File: config.mk
export PLATFORM = sky130hd
export DESIGN_NAME = amp_tri_gen_flat
export DESIGN_NICKNAME = d
export VERILOG_FILES = /design/src/rtl/amp_tri_gen_pkg.sv /design/src/rtl/amp_tri_gen_if.sv /design/src/rtl/amp_tri_gen_dac_ser_tx.sv /design/src/rtl/amp_tri_gen.sv /design/src/flat_wrapper.sv
export SDC_FILE = /design/constraint.sdc
export NUM_CORES = 1
export LEC_CHECK = 0
export CAP_MARGIN = 20
export CELL_PAD_IN_SITES_DETAIL_PLACEMENT = 0
export CELL_PAD_IN_SITES_GLOBAL_PLACEMENT = 1
export CORE_MARGIN = 2
export CORE_UTILIZATION = 44
export CTS_CLUSTER_DIAMETER = 200
export DETAILED_ROUTE_END_ITERATION = 8
export PLACE_DENSITY_LB_ADDON = 0.1
export SYNTH_ARGS = -nofsm -noshare
export SYNTH_HDL_FRONTEND = slang
export SYNTH_SLANG_ARGS = --single-unit
File: constraint.sdc
create_clock -name clk -period 4.4 [get_ports clk]
set_clock_uncertainty 0.1 [all_clocks]
set_input_delay 0.66 -clock clk [delete_from_list [all_inputs] [get_ports clk]]
set_output_delay 0.66 -clock clk [all_outputs]
set_load 0.05 [all_outputs]
File: src/rtl/amp_tri_gen_pkg.sv
// Shared types and constants for the triangle amplitude generator and its DAC serializer.
// is_onehot is also used by the button amplitude register.
package amp_tri_gen_pkg;
  localparam int AMP_W    = 8;
  localparam int SAMPLE_W = 9;

  localparam logic [SAMPLE_W-1:0] DAC_OFFSET = 9'd256;
  localparam logic [AMP_W-1:0]    AMP_RESET  = 8'h80;

  typedef enum logic {SER_IDLE, SER_SHIFT} ser_state_e;
  typedef enum logic {DIR_UP, DIR_DOWN}    dir_e;

  function automatic logic is_onehot(input logic [AMP_W-1:0] m);
    return (m != '0) && ((m & (m - AMP_W'(1))) == '0);
  endfunction
endpackage

File: src/rtl/amp_tri_gen_if.sv
// Sample-step/amplitude inputs plus sample and serial DAC outputs of amp_tri_gen.
interface amp_tri_gen_if;
  import amp_tri_gen_pkg::*;

  logic                       ce;
  logic [AMP_W-1:0]           M;
  logic signed [SAMPLE_W-1:0] Y;
  logic [AMP_W-1:0]           M_act;
  logic                       SCLK;
  logic                       SDAT;
  logic                       SYNC;
  logic                       OVR;

  modport master (output ce, M, input Y, M_act, SCLK, SDAT, SYNC, OVR);
  modport slave  (input ce, M, output Y, M_act, SCLK, SDAT, SYNC, OVR);
endinterface

File: src/rtl/amp_tri_gen_dac_ser_tx.sv
// Serial DAC frame transmitter: one 9-bit offset-binary frame per accepted sample,
// MSB first, SYNC low for the whole frame; samples arriving mid-frame are dropped and flagged.
module dac_ser_tx
  import amp_tri_gen_pkg::*;
#(
  parameter int DIV = 4
) (
  input  logic                       clk,
  input  logic                       rst,
  input  logic                       ce,
  input  logic signed [SAMPLE_W-1:0] sample,
  output logic                       sclk,
  output logic                       sdat,
  output logic                       sync,
  output logic                       ovr
);
  localparam int            CW      = 9;
  localparam logic [CW-1:0] DIV_HI  = CW'(DIV - 1);
  localparam logic [CW-1:0] DIV_END = CW'(2 * DIV - 1);

  ser_state_e          state_q, state_d;
  logic                pend_q, pend_d;
  logic [CW-1:0]       div_q, div_d;
  logic [3:0]          bit_q, bit_d;
  logic [SAMPLE_W-1:0] sh_q, sh_d, load_val;
  logic                sclk_d, sdat_d, sync_d, ovr_d;
  logic                busy;

  assign load_val = sample + DAC_OFFSET;
  // pend_q covers the load cycle, so a ce landing on it is also an overrun
  assign busy     = (state_q == SER_SHIFT) || pend_q;

  always_comb begin
    state_d = state_q;
    pend_d  = pend_q;
    div_d   = div_q;
    bit_d   = bit_q;
    sh_d    = sh_q;
    sclk_d  = sclk;
    sdat_d  = sdat;
    sync_d  = sync;
    ovr_d   = ce && busy;
    if (ce && !busy) pend_d = 1'b1;
    unique case (state_q)
      SER_IDLE: begin
        if (pend_q) begin
          pend_d  = 1'b0;
          sh_d    = load_val;
          sync_d  = 1'b0;
          sdat_d  = load_val[SAMPLE_W-1];
          bit_d   = '0;
          div_d   = '0;
          state_d = SER_SHIFT;
        end
      end
      SER_SHIFT: begin
        if (div_q == DIV_END) begin
          div_d  = '0;
          sclk_d = 1'b0;
          if (bit_q == 4'd8) begin
            sync_d  = 1'b1;
            sdat_d  = 1'b0;
            state_d = SER_IDLE;
          end else begin
            sh_d   = {sh_q[SAMPLE_W-2:0], 1'b0};
            sdat_d = sh_q[SAMPLE_W-2];
            bit_d  = bit_q + 4'd1;
          end
        end else begin
          div_d = div_q + CW'(1);
          if (div_q == DIV_HI) sclk_d = 1'b1;
        end
      end
    endcase
  end

  always_ff @(posedge clk or posedge rst) begin
    if (rst) begin
      state_q <= SER_IDLE;
      pend_q  <= 1'b0;
      div_q   <= '0;
      bit_q   <= '0;
      sh_q    <= '0;
      sclk    <= 1'b0;
      sdat    <= 1'b0;
      sync    <= 1'b1;
      ovr     <= 1'b0;
    end else begin
      state_q <= state_d;
      pend_q  <= pend_d;
      div_q   <= div_d;
      bit_q   <= bit_d;
      sh_q    <= sh_d;
      sclk    <= sclk_d;
      sdat    <= sdat_d;
      sync    <= sync_d;
      ovr     <= ovr_d;
    end
  end
endmodule

File: src/rtl/amp_tri_gen.sv
// Signed triangle generator of peak M_act, one step per ce; amplitude changes are taken
// only at the rising zero crossing. Each sample is forwarded to the serial DAC transmitter.
module amp_tri_gen
  import amp_tri_gen_pkg::*;
#(
  parameter int DIV = 4
) (
  input logic          clk,
  input logic          rst,
  amp_tri_gen_if.slave bus
);
  logic signed [SAMPLE_W-1:0] y_q, y_d, amp;
  dir_e                       dir_q, dir_d;
  logic [AMP_W-1:0]           m_act_q, m_eff;

  always_comb begin
    m_eff = m_act_q;
    // the step taken on the crossing tick already uses the newly loaded amplitude
    if ((y_q == '0) && (dir_q == DIR_UP) && is_onehot(bus.M)) m_eff = bus.M;
    amp   = $signed({1'b0, m_eff});
    y_d   = y_q;
    dir_d = dir_q;
    if (dir_q == DIR_UP) begin
      y_d = y_q + 9'sd1;
      if (y_d == amp) dir_d = DIR_DOWN;
    end else begin
      y_d = y_q - 9'sd1;
      if (y_d == -amp) dir_d = DIR_UP;
    end
  end

  always_ff @(posedge clk or posedge rst) begin
    if (rst) begin
      y_q     <= '0;
      dir_q   <= DIR_UP;
      m_act_q <= AMP_RESET;
    end else if (bus.ce) begin
      y_q     <= y_d;
      dir_q   <= dir_d;
      m_act_q <= m_eff;
    end
  end

  assign bus.Y     = y_q;
  assign bus.M_act = m_act_q;

  dac_ser_tx #(.DIV(DIV)) u_ser (
    .clk    (clk),
    .rst    (rst),
    .ce     (bus.ce),
    .sample (y_q),
    .sclk   (bus.SCLK),
    .sdat   (bus.SDAT),
    .sync   (bus.SYNC),
    .ovr    (bus.OVR)
  );
endmodule

File: src/flat_wrapper.sv
// flat-port wrapper written by rule: the top's interface ports become plain ports
module amp_tri_gen_flat import amp_tri_gen_pkg::*;
#(
  parameter int DIV = 4
)
  (clk, rst, bus_ce, bus_M, bus_Y, bus_M_act, bus_SCLK, bus_SDAT, bus_SYNC, bus_OVR);
  amp_tri_gen_if bus_i ();
  input logic clk;
  input logic rst;
  input wire logic [$bits(bus_i.ce)-1:0] bus_ce;
  input wire logic [$bits(bus_i.M)-1:0] bus_M;
  output wire logic [$bits(bus_i.Y)-1:0] bus_Y;
  output wire logic [$bits(bus_i.M_act)-1:0] bus_M_act;
  output wire logic [$bits(bus_i.SCLK)-1:0] bus_SCLK;
  output wire logic [$bits(bus_i.SDAT)-1:0] bus_SDAT;
  output wire logic [$bits(bus_i.SYNC)-1:0] bus_SYNC;
  output wire logic [$bits(bus_i.OVR)-1:0] bus_OVR;
  assign bus_i.ce = bus_ce;
  assign bus_i.M = bus_M;
  assign bus_Y = bus_i.Y;
  assign bus_M_act = bus_i.M_act;
  assign bus_SCLK = bus_i.SCLK;
  assign bus_SDAT = bus_i.SDAT;
  assign bus_SYNC = bus_i.SYNC;
  assign bus_OVR = bus_i.OVR;
  amp_tri_gen #(.DIV(DIV)) u_core (.clk(clk), .rst(rst), .bus(bus_i));
endmodule
==> metrics.txt, run 1 <==
status finished, final reports clean; Register Area 0.00113 mm2; hold_ws 392 ps; hold path startpoint u_core.u_ser.sclk; wire length on met3 319 um; dpl ws 263 ps; Avg Vias per Cell 5.55; Max-Cap Viols 0; CP Class in2reg; worst reg-to-reg path cell count 13; Synth Register Bits 45; Fin. Hold Viols 0; max layer used met4; Tightest Pin Transition 857 ps; Syn Std Cell Area 0.00317 mm2; wire length per cell 15.3 um; Worst Setup Start Kind input port; fillcell total 649; Seq/Total Area, Yosys 35.6%; Pre-Repair DR Iteration Count 5; crit path from bus_M[1]; number of global-route vias before repair 2595; Net Sw Power 752 uW; chip width 88.9 um; Comb pwr share 47.5%; crit-path max cell delay 620 ps; Avg Cell Area, Syn 8.65 um2; Hold WC Path Type reg2reg; met1 WL 3.65 mm; Post-synth top flop dfrtp_1; max-slew violation count 0; DRT antenna net count 0; Post-CTS Setup Repair Bufs 0; worst skew pair latency 300 ps; CTS tree yes; CTS clk-pin slew, worst paths 90 ps; first-pass GRT wire length 12.7 mm; clock tree buffer depth 2; post-DP HPWL 5.41 mm; depth of the CTS H-tree 2; Total Wirelength 7.48 mm; CP required 4480 ps; fmax 0.258 GHz; buffer and inverter count on the worst path 1; CP Capture Point u_core.dir_q; num ports 32; Critical R2R Launch u_core.bus.Y[0]; Worst path depth 12; Clk Tree Root Cell clkbuf_8; Top delay family on crit path simple AND/OR/NAND/NOR gates; Die ar. 0.00791 mm2; crit path time final 3870 ps; critical-path cell list clkdlybuf4s50_1, nor4_2, o211ai_1, or3_1, or3_1, a21oi_1, ha_1, xnor2_1, xnor2_1, xnor2_1, and4_1, a31oi_1; Core Util, Final 53.4%; initial antenna violation count 0; final setup fails 0; DRC errors left 0; hold_buf cts 0; Resize count post-CTS 0; CP most frequent cell xnor2_1; Final period util 88.1%; nets@finish 409; Slew HR 42.9%; GRT Residual Overflow 0; P&R area growth vs syn 15.5%; clock share of power 16.0%; Leak 0.00156 uW; type of destination of the critical path flop; final setup TNS 0 ps; Gate Count Post-Synth 367; Total GRT Usage 20.6%; DR vias 2714; Inserted Clock Buffers 5; metal2 WL 3.35 mm; Cell Pwr Density 453 mW/mm2; worst vdd ir 349 uV; antenna fix cells 0; Crit Path Max Fanout 10; Setup WS post-layout 526 ps; Initial Util 46.2%; DRT iter0 DRCs 141; Internal Power 909 uW; sw frac 45.3%; Critical Path AT 3950 ps; sequential power share 36.5%; multi-input logic area 0.00189 mm2; share of cells above drive strength 1 9.16%; post-synth net total 384; reg-to-reg critical path endpoint u_core.dir_q; Core Footprint 0.00687 mm2; PortBufs 31; async set-reset flop share out of synthesis 100%; FF-to-FF setup slack 650 ps; GPL Wtd Cong 0.890; largest net degree at the start of global routing 46; CP max-delay cell clkdlybuf4s50_1; unique cell type count in the Yosys netlist 57; Die Span Y 88.9 um; synth warn 0; Post-synth EDFFs 0; CTS sink count 45; unrepaired setup endpoints after global routing false; cell row count 30
layout make-up:
cell class,count,share of cell area (%)
tap,96,3.28
sequential,45,30.8
timing repair buffer,40,10.7
clock buffer,5,1.88
multi-input combinational,287,51.5
clock inverter,3,0.580
inverter,13,1.33
placed cells by master (no fill, tap or decap), types with 4 or more instances in the layout:
cell type	count
a21oi_1	19
and3_1	7
buf_4	8
clkbuf_8	5
clkdlybuf4s50_1	31
dfrtp_1	43
ha_1	6
inv_1	12
mux2_2	8
mux2i_1	18
nand2_1	37
nand3_1	16
nor2_1	36
nor2b_1	4
nor3_1	10
nor4b_1	5
o21ai_0	22
o21ai_1	5
or3_1	6
xnor2_1	24
xor2_1	17
sequential cells by signal (all words and copies together), names as in the netlist:
name,cells
u_core.u_ser.div_q,9
u_core.dir_q,1
u_core.u_ser.ovr,1
u_core.u_ser.state_q,1
u_core.u_ser.sdat,1
u_core.bus.M_act,8
u_core.u_ser.bit_q,4
u_core.u_ser.sync,1
u_core.u_ser.sh_q,8
u_core.bus.Y,9
u_core.u_ser.sclk,1
u_core.u_ser.pend_q,1
cell families after synthesis:
logic type,Yosys count,synth area share (%)
XOR/XNOR,41,11.3
flip-flops,45,35.6
AND/OR/NAND/NOR,140,22.7
AO/OA/AOI/OAI,74,14.6
adder cells (fa/ha/maj),6,2.37
multiplexers,26,8.52
buffers and inverters,35,4.97
routing by layer:
layer / vias up / GRT usage (%)
met5: - / 0
met4: 0 / 6.75
met3: 14 / 2.86
met2: 78 / 31.8
met1: 1285 / 30.1
li1: 1337 / -
power groups by stage:
stage | Combinational (uW) | Sequential, uW | Clock [uW]
after CTS | 789 | 610 | 277
final | 789 | 607 | 266
after detailed placement | 784 | 618 | 0
after global placement | 785 | 618 | 0
after floorplan | 531 | 662 | 0
after global routing | 856 | 625 | 295
synthesized netlist by cell type, types with 10 or more instances:
cell type | number | area, um2
a21oi_1 | 19 | 95.1
clkbuf_1 | 11 | 41.3
dfrtp_1 | 43 | 1080
inv_1 | 13 | 48.8
mux2i_1 | 18 | 180
nand2_1 | 37 | 139
nand3_1 | 16 | 80.1
nor2_1 | 36 | 135
nor3_1 | 10 | 50.1
o21ai_0 | 22 | 110
xnor2_1 | 24 | 210
xor2_1 | 17 | 149
worst min path at each step:
stage                                  to  slack, ps  cells after the start
detailed placement      u_core.u_ser.sclk        380                      2
global placement        u_core.u_ser.sclk        370                      2
CTS                     u_core.u_ser.sclk        400                      2
finish                  u_core.u_ser.sclk        390                      2
global route        u_core.u_ser.div_q[8]        430                      2
floorplan           u_core.u_ser.div_q[3]        380                      1
stage by stage:
stage | total power (uW) | cells | area [um2]
after detailed placement | 1400 | 480 | 3550
after floorplan | 1190 | 367 | 3170
final | 1660 | 489 | 3660
after CTS | 1680 | 488 | 3640
after global placement | 1400 | 480 | 3550
after global routing | 1780 | 489 | 3660
tightest hold or removal path: cells and delay by family, from the launching register on:
| family | cells | cell delay (ps) |
|---|---|---|
| AND/OR/NAND/NOR | 1 | 40 |
| AO/OA/AOI/OAI | 1 | 60 |
| flip-flops | 1 | 360 |
(Power assumes the default switching activity.)
==> inputs of run 2 (changes only) <==
--- a/config.mk
+++ b/config.mk
@@ -12,6 +12,7 @@
 export CORE_UTILIZATION = 44
 export CTS_CLUSTER_DIAMETER = 200
 export DETAILED_ROUTE_END_ITERATION = 8
+export HOLD_SLACK_MARGIN = 0.03
 export PLACE_DENSITY_LB_ADDON = 0.1
 export SYNTH_ARGS = -nofsm -noshare
 export SYNTH_HDL_FRONTEND = slang
==> results of run 2 <==
The final DEF is identical to that of run 1; final timing and power are the same.
